==> config.mk <==
export PLATFORM = sky130hd
export DESIGN_NAME = arbitro_memoria
export DESIGN_NICKNAME = d
export VERILOG_FILES = /design/src/rtl/arbitro_pkg.sv /design/src/rtl/contador_espera.sv /design/src/rtl/arbitro_memoria.sv
export SDC_FILE = /design/constraint.sdc
export NUM_CORES = 1
export LEC_CHECK = 0
export BUFFER_PORTS_ARGS = -buffer_cell sky130_fd_sc_hd__buf_2
export CAP_MARGIN = 0
export CORE_MARGIN = 2
export CORE_UTILIZATION = 46
export DETAILED_ROUTE_END_ITERATION = 8
export PLACE_DENSITY = 0.83
export SLEW_MARGIN = 20
export SYNTH_ARGS = -nofsm -noshare
export SYNTH_HDL_FRONTEND = slang
export SYNTH_HIERARCHICAL = 1
export SYNTH_SLANG_ARGS = --single-unit
==> constraint.sdc <==
create_clock -name Reloj -period 3.1 [get_ports Reloj]
set_input_delay 0.62 -clock Reloj [delete_from_list [all_inputs] [get_ports Reloj]]
set_output_delay 0.62 -clock Reloj [all_outputs]
set_load 0.01 [all_outputs]
==> src/rtl/arbitro_pkg.sv <==
// rtl/arbitro_pkg.sv - shared state encodings and port identifiers for the memory arbiter
package arbitro_pkg;

  typedef enum logic [1:0] {
    LIBRE  = 2'd0,
    ACCESO = 2'd1,
    FIN    = 2'd2
  } estado_t;

  localparam logic PUERTO_CPU = 1'b0;
  localparam logic PUERTO_ES  = 1'b1;

endpackage

==> src/rtl/contador_espera.sv <==
// rtl/contador_espera.sv - 4-bit loadable down-counter with zero flag for memory wait states
module contador_espera (
  input  logic       clk,
  input  logic       reset,
  input  logic       carga,
  input  logic [3:0] valor,
  input  logic       dec,
  output logic       cero
);

  logic [3:0] cuenta;

  // Load wins over decrement; the count saturates at zero.
  always_ff @(posedge clk) begin
    if (reset) begin
      cuenta <= 4'd0;
    end else if (carga) begin
      cuenta <= valor;
    end else if (dec && (cuenta != 4'd0)) begin
      cuenta <= cuenta - 4'd1;
    end
  end

  assign cero = (cuenta == 4'd0);

endmodule

==> src/rtl/arbitro_memoria.sv <==
// rtl/arbitro_memoria.sv - two-port (CPU / I/O) memory arbiter; ARBITRO_ROUND_ROBIN_EN selects round-robin ties
module arbitro_memoria
  import arbitro_pkg::*;
#(
  parameter int ANCHO_DATO = 16,
  parameter int ANCHO_DIR  = 16,
  parameter int ESPERAS    = 2
) (
  input  logic                  Reloj,
  input  logic                  Reiniciar,
  input  logic                  ReqCPU,
  input  logic                  ReqES,
  input  logic                  WeCPU,
  input  logic                  WeES,
  input  logic [ANCHO_DIR-1:0]  DirCPU,
  input  logic [ANCHO_DIR-1:0]  DirES,
  input  logic [ANCHO_DATO-1:0] DatoCPU,
  input  logic [ANCHO_DATO-1:0] DatoES,
  output logic                  GntCPU,
  output logic                  GntES,
  output logic                  ListoCPU,
  output logic                  ListoES,
  output logic [ANCHO_DATO-1:0] LeidoCPU,
  output logic [ANCHO_DATO-1:0] LeidoES,
  output logic                  MemSel,
  output logic                  MemEsc,
  output logic [ANCHO_DIR-1:0]  MemDir,
  output logic [ANCHO_DATO-1:0] MemDatoEsc,
  input  logic [ANCHO_DATO-1:0] MemDatoLec
);

  localparam logic [3:0] CARGA_ESPERA = 4'(ESPERAS);

  estado_t estado, estado_sig;
  logic    carga, dec, cero;
  logic    hay_req, gana_es;
  logic    ganador, we_l;

  assign hay_req = ReqCPU | ReqES;

`ifdef ARBITRO_ROUND_ROBIN_EN
  logic puntero;

  // On a tie, serve the port that was not granted last.
  assign gana_es = ReqES & (~ReqCPU | (puntero == PUERTO_CPU));

  // Remember the last granted port; reset points at ES so CPU wins the first tie.
  always_ff @(posedge Reloj) begin
    if (Reiniciar) begin
      puntero <= PUERTO_ES;
    end else if ((estado == LIBRE) && hay_req) begin
      puntero <= gana_es;
    end
  end
`else
  // Fixed priority: CPU takes every tie.
  assign gana_es = ReqES & ~ReqCPU;
`endif

  contador_espera u_contador (
    .clk   (Reloj),
    .reset (Reiniciar),
    .carga (carga),
    .valor (CARGA_ESPERA),
    .dec   (dec),
    .cero  (cero)
  );

  // State register.
  always_ff @(posedge Reloj) begin
    if (Reiniciar) begin
      estado <= LIBRE;
    end else begin
      estado <= estado_sig;
    end
  end

  // Next-state and counter control.
  always_comb begin
    estado_sig = estado;
    carga      = 1'b0;
    dec        = 1'b0;
    case (estado)
      LIBRE: begin
        if (hay_req) begin
          estado_sig = ACCESO;
          carga      = 1'b1;
        end
      end
      ACCESO: begin
        if (cero) begin
          estado_sig = FIN;
        end else begin
          dec = 1'b1;
        end
      end
      FIN:     estado_sig = LIBRE;
      default: estado_sig = LIBRE;
    endcase
  end

  // Registered outputs: grant/latch on acceptance, drive memory during ACCESO, complete on exit.
  always_ff @(posedge Reloj) begin
    if (Reiniciar) begin
      ganador    <= PUERTO_CPU;
      we_l       <= 1'b0;
      GntCPU     <= 1'b0;
      GntES      <= 1'b0;
      ListoCPU   <= 1'b0;
      ListoES    <= 1'b0;
      LeidoCPU   <= '0;
      LeidoES    <= '0;
      MemSel     <= 1'b0;
      MemEsc     <= 1'b0;
      MemDir     <= '0;
      MemDatoEsc <= '0;
    end else begin
      ListoCPU <= 1'b0;
      ListoES  <= 1'b0;
      case (estado)
        LIBRE: begin
          if (hay_req) begin
            ganador    <= gana_es;
            we_l       <= gana_es ? WeES : WeCPU;
            GntCPU     <= ~gana_es;
            GntES      <= gana_es;
            MemSel     <= 1'b1;
            MemEsc     <= gana_es ? WeES : WeCPU;
            MemDir     <= gana_es ? DirES : DirCPU;
            MemDatoEsc <= gana_es ? DatoES : DatoCPU;
          end
        end
        ACCESO: begin
          if (cero) begin
            MemSel     <= 1'b0;
            MemEsc     <= 1'b0;
            MemDir     <= '0;
            MemDatoEsc <= '0;
            if (ganador == PUERTO_ES) begin
              ListoES <= 1'b1;
              if (!we_l) LeidoES <= MemDatoLec;
            end else begin
              ListoCPU <= 1'b1;
              if (!we_l) LeidoCPU <= MemDatoLec;
            end
          end
        end
        FIN: begin
          GntCPU <= 1'b0;
          GntES  <= 1'b0;
        end
        default: ;
      endcase
    end
  end

endmodule

## Yosys cells after proc, flatten, opt, wreduce, memory -nomap -nowiden

Cells that the tools add are included.

- Bitwise operators: 8
- Equality and inequality tests: 4
- Add/subtract/negate cells: 1
- Reduce and logical (&&, ||, !) cells: 15
- Mux-type cells: 28

Operators with widths:

| operator | count |
|---|---|
| $mux 16 | 5 |
| $pmux 16 s2 | 2 |
| $mux 1 | 12 |
| $mux 2 | 4 |
| $pmux 1 s2 | 4 |
| $reduce_and 4->1 | 2 |
| $not 1->1 | 6 |
| $reduce_and 2->1 | 3 |
| $reduce_bool 2->1 | 3 |
| $logic_not 4->1 | 1 |
| $ne 2x2->1 const B | 2 |
| $pmux 2 s2 | 1 |
| $reduce_bool 4->1 | 1 |
| $sub 4x1->4 const B | 1 |
| $reduce_and 3->1 | 1 |
| $reduce_or 3->1 | 1 |
| $eq 2x1->1 const B | 1 |
| $eq 2x2->1 const B | 1 |
| $logic_not 2->1 | 1 |
| $reduce_or 2->1 | 1 |
| $and 1x1->1 | 1 |
| $logic_and 1x1->1 | 1 |
| $or 1x1->1 | 1 |

- Output and inout port bits: 70
- Flip-flop bits (word level): 78
- Input bits: 86
- Logic and storage cells: 71

## Depth between registers and ports, before layout

- Word-level depth: 6
- Depth in mapped cells: 9
- Depth with buffers taken out: 9

## Hierarchy

Netlist, hierarchy kept.

By module, submodules not included:

| module | cells each | sequential area each (um2) | instances | area each (um2) |
|---|---|---|---|---|
| arbitro_memoria | 287 | 1481.4 | 1 | 2929.1 |
| contador_espera | 29 | 80.1 | 1 | 262.8 |

## Worst setup path before layout

OpenSTA, ideal clock, no wires.

- Kind: register -> register
- Start: register u_contador.cuenta[1]
- End: register u_contador.cuenta[3]
- Stages on the path, launching flop included: 10
- Clock period less this slack: 2.223 ns
- Data arrival time: 2.098 ns
- Setup slack: 0.877 ns
- Cells stage by stage: dfxtp_1 > inv_1 > ha_1 > or3b_4 > inv_1 > or3b_2 > inv_1 > nor4b_2 > mux2i_1 > a211oi_1

- Word-level cells in the longest chain between the ends: 4
- Elaborated cells on any way between the ends: 6

Ends and longest elaborated chain:

| what | line | text |
|---|---|---|
| start: declaration | contador_espera.sv:11 | `logic [3:0] cuenta;` |
| start signal: assignment | contador_espera.sv:18 | `cuenta <= valor;` |
| start signal: assignment | contador_espera.sv:20 | `cuenta <= cuenta - 4'd1;` |
| $logic_not 4->1 | contador_espera.sv:24 | `assign cero = (cuenta == 4'd0);` |
| net cero | arbitro_memoria.sv:35 | `logic carga, dec, cero;` |
| $mux 1 | arbitro_memoria.sv:91 | `if (cero) begin` |
| $mux 1 | arbitro_memoria.sv:83 | `case (estado)` |
| net dec | arbitro_memoria.sv:35 |  |
| $logic_and 1x1->1 | contador_espera.sv:19 | `end else if (dec && (cuenta != 4'd0)) begin` |

The timed path passes the listed nets, and every way through them passes these cells.
A chain may end at the register's enable or synchronous reset.

## Worst setup path after layout

- Start: register u_contador.cuenta[1]
- End: register LeidoES[0]

- Word-level cells in the longest chain between the ends: 2

Ends and longest elaborated chain:

| what | line | text |
|---|---|---|
| $logic_not 4->1 | contador_espera.sv:24 |  |
| net cero | arbitro_memoria.sv:35 |  |
| $reduce_and 4->1 (no line) | n/a |  |
| end signal: assignment | arbitro_memoria.sv:141 | `if (!we_l) LeidoES <= MemDatoLec;` |
| end: declaration | arbitro_memoria.sv:24 | `output logic [ANCHO_DATO-1:0] LeidoES,` |

The timed path passes the listed nets, and every way through them passes these cells.

==> out/qor.txt <==
===============================================================================================
Arrival time at the worst endpoint                                                      2.86 ns
Combinational fraction of design power                                                    0.191
Initial antenna violation count                                                               0
Final WS setup                                                                         0.443 ns
Quantity of hold-fixing buffers added after cts                                               0
Met1 capacity usage during global routing                                                 0.266
Layout cell share with drive strength beyond 1                                            0.431
Total of warnings raised by yosys                                                             6
Final Hold Violating Endpoints                                                                0
Switch Pwr                                                                             0.719 mW
Max-slew headroom                                                                         0.457
Buffers and inverters on the worst path                                                       2
Avg Inst Size Synth                                                                    10.1 µm²
Post-route clock period utilization                                                       0.857
Nets                                                                                        546
Clock latency at the later pin of the worst-skew pair                                   0.35 ns
Total congestion overflow                                                                     0
Highest cell delay on the worst timing path                                             0.80 ns
Post-Syn Area                                                                          3190 µm²
RePlAce Congestion                                                                        0.808
CP Max Fanout                                                                                22
Chain of cells forming the critical path                                           inv_1, ha_1, or3b_4, inv_1, nand3b_4, or3b_1, mux2i_1
Worst ir drop on vdd                                                                     264 µV
Number of routed nets with antenna violations                                                 0
Number of global-route vias before repair                                                 2,712
HPWL reported at the end of detailed placement                                          5.74 mm
DR DRC count                                                                                  0
Max-slew violation count                                                                      0
Number of buffers inserted during clock tree synthesis                                        9
CP Capture Type                                                                            flop
Outcome                                                                            finished, final reports clean
Pin count of the biggest net entering global routing                                         35
Busiest grt layer                                                                          met2
Starting density of the core                                                              0.472
Internal portion of total power                                                         1.67 mW
Slew at the pin closest to its max-slew limit                                          0.815 ns
Final standard cell area without fillers                                               4180 µm²
Power density over cell area                                                         570 nW/µm²
Detailed-route wire length per cell                                                     15.1 µm
Path type of the worst min-delay path                                                   reg2reg
Maximum clock frequency                                                                 376 MHz
Vertical die dimension                                                                  87.3 µm
Routed via count divided by cell count                                                     5.50
Met3 Track Usage GR                                                                      0.0445
Worst setup path class                                                                  reg2reg
Num Clock Sinks                                                                              78
Most frequent standard cell in the layout excluding fill and tap cells             sky130_fd_sc_hd__buf_2
Number of library cell types mapped by synthesis                                             39
Sequential power share                                                                    0.479
Post-DP Area                                                                           3980 µm²
Net Sw Frac                                                                               0.302
Area delta synth->final                                                                   31.1%
Floorplan die area                                                                     7620 µm²
Sum of internal, switching and leakage power                                            2.38 mW
Final antenna diode count                                                                     0
Maximum root-to-sink buffer count                                                             2
Post_cts resized                                                                              0
Die Width                                                                               87.3 µm
Clock input transition at the sequential cells of the worst setup and hold paths        0.08 ns
Most frequent cell on the critical path                                            sky130_fd_sc_hd__inv_1
Vias                                                                                      2,992
Synthesis-stage register bit count                                                           78
Startpoint types                                                                           flop
Family of cells with the greatest summed delay on the critical path                simple AND/OR/NAND/NOR gates
Row cnt                                                                                      30
First-pass iteration count of the detailed router                                             4
Met2 usage in global routing                                                              0.338
Wire length of the first global-routing pass                                            12.5 mm
Number of I/O pins                                                                          156
H-Tree Level Count                                                                            3
Number of cells produced by synthesis                                                       316
Leakage dissipation                                                                     2.02 nW
Overall routed net length                                                               8.24 mm
Setup violation total in the final timing report                                              0
Aggregate global-route resource usage                                                     0.207
Master of the slowest instance on the critical path                                sky130_fd_sc_hd__or3b_1
Number of setup buffers added after CTS                                                       0
Clock power share                                                                         0.330
Count of port buffers added during placement                                                155
CTS tree                                                                                   done
Setup repair after global routing missed its margin                                       false
Post-Route Setup TNS                                                                       0 ns
Count of max-cap constraint violations                                                        0
Final clock skew                                                                      0.0101 ns
Post-Place Worst Slack                                                                 0.474 ns
Post-synth EDFFs                                                                              0
Root Driver                                                                        sky130_fd_sc_hd__clkbuf_8
Proportion of synthesized flip-flops having asynchronous set or reset                         0
Commonest cells after routing, fill and taps aside                                 sky130_fd_sc_hd__buf_2 (155), sky130_fd_sc_hd__dfxtp_1 (78), sky130_fd_sc_hd__a22oi_1 (32), sky130_fd_sc_hd__o2bb2ai_1 (32), sky130_fd_sc_hd__nand2_1 (22)
Floorplan Core Area                                                                    6760 µm²
Dominant synthesized flop cell                                                     sky130_fd_sc_hd__dfxtp_1
Data required time of the worst path                                                    3.30 ns
DRC violation total after the first TritonRoute iteration                                   114
Shortest period the worst path allows                                                   2.66 ns
Fraction of the yosys area taken by sequential cells                                      0.489
===============================================================================================
## Yosys cell counts (all sizes together) (3+ instances only)
library cell | n | area [µm²]
inv | 6 | 22.5
buf | 4 | 41.3
or3b | 3 | 28.8
nand2b | 16 | 100
mux2i | 17 | 170
nor2b | 3 | 18.8
nor4 | 16 | 100
dfxtp | 78 | 1560
o2bb2ai | 32 | 280
a31o | 17 | 149
clkbuf | 27 | 103
a21oi | 5 | 25.0
a22oi | 32 | 240
nand2 | 22 | 82.6
nor2 | 10 | 37.5
nor3 | 3 | 15.0
## through the flow
| stage | instances | util | hold slack (ns) |
|---|---|---|---|
| floorplan | 318 | - | 0.479 |
| global placement | 528 | 0.589 | 0.438 |
| detailed placement | 528 | 0.589 | 0.442 |
| CTS | 544 | 0.619 | 0.463 |
| global route | 544 | 0.619 | 0.479 |
| finish | 544 | 0.619 | 0.462 |
## state kept, by name, indices dropped and copies added (netlist names)
register,cells
GntCPU,1
GntES,1
LeidoCPU,16
LeidoES,16
ListoCPU,1
ListoES,1
MemDatoEsc,16
MemDir,16
MemEsc,1
MemSel,1
estado,2
ganador,1
u_contador/cuenta,4
we_l,1
## path summary, 6_finish.rpt
check / startpoint / cells past startpoint / to / slack [ns]
worst max-delay path: u_contador/cuenta[1]$_SDFFE_PP0P_ / 7 / LeidoES[0]$_SDFFE_PP0P_ / 0.44
worst min-delay path: MemEsc$_SDFFE_PP0P_ / 1 / MemEsc$_SDFFE_PP0P_ / 0.46
worst max register to register: u_contador/cuenta[1]$_SDFFE_PP0P_ / 7 / LeidoES[0]$_SDFFE_PP0P_ / 0.44
worst min register to register: MemEsc$_SDFFE_PP0P_ / 1 / MemEsc$_SDFFE_PP0P_ / 0.46
## power by group through the flow
stage	combinational [mW]	clock [mW]	sequential (mW)
after floorplan	0.259	0	1.18
after global placement	0.439	0	1.16
after detailed placement	0.455	0	1.16
after CTS	0.457	0.798	1.14
after global routing	0.499	0.839	1.15
final	0.456	0.786	1.14
## layout make-up
| cell class | instances | area, µm² |
|---|---|---|
| multi-input combinational | 202 | 1470 |
| inverter | 7 | 26.3 |
| clock inverter | 7 | 81.3 |
| sequential | 78 | 1560 |
| tap | 80 | 100 |
| fill | 567 | 2570 |
| clock buffer | 9 | 124 |
| timing repair buffer | 161 | 821 |
## metal layers
layer	vias up	part of all wire	wire [µm]
li1	1470	-	-
met1	1377	0.44	3610
met2	135	0.47	3900
met3	10	0.076	629
met4	0	0.012	100
met5	-	0	0
## worst register-to-register path, stage by stage, from the launching register on
cell,delay (ns)
sky130_fd_sc_hd__dfxtp_1,0.33
sky130_fd_sc_hd__inv_1,0.12
sky130_fd_sc_hd__ha_1,0.23
sky130_fd_sc_hd__or3b_4,0.44
sky130_fd_sc_hd__inv_1,0.14
sky130_fd_sc_hd__nand3b_4,0.24
sky130_fd_sc_hd__or3b_1,0.80
sky130_fd_sc_hd__mux2i_1,0.22
## kinds of logic after synthesis
logic type / count (synthesis) / share of synthesized area
AOI/OAI and AO/OA: 97 / 0.250
buffers and inverters: 38 / 0.0533
DFF: 78 / 0.489
other: 2 / 0.00235
and+or+nand+nor: 83 / 0.148
muxes: 17 / 0.0533
adders and majority gates: 1 / 0.00392
Note: power is estimated with default switching activity, not from simulation.
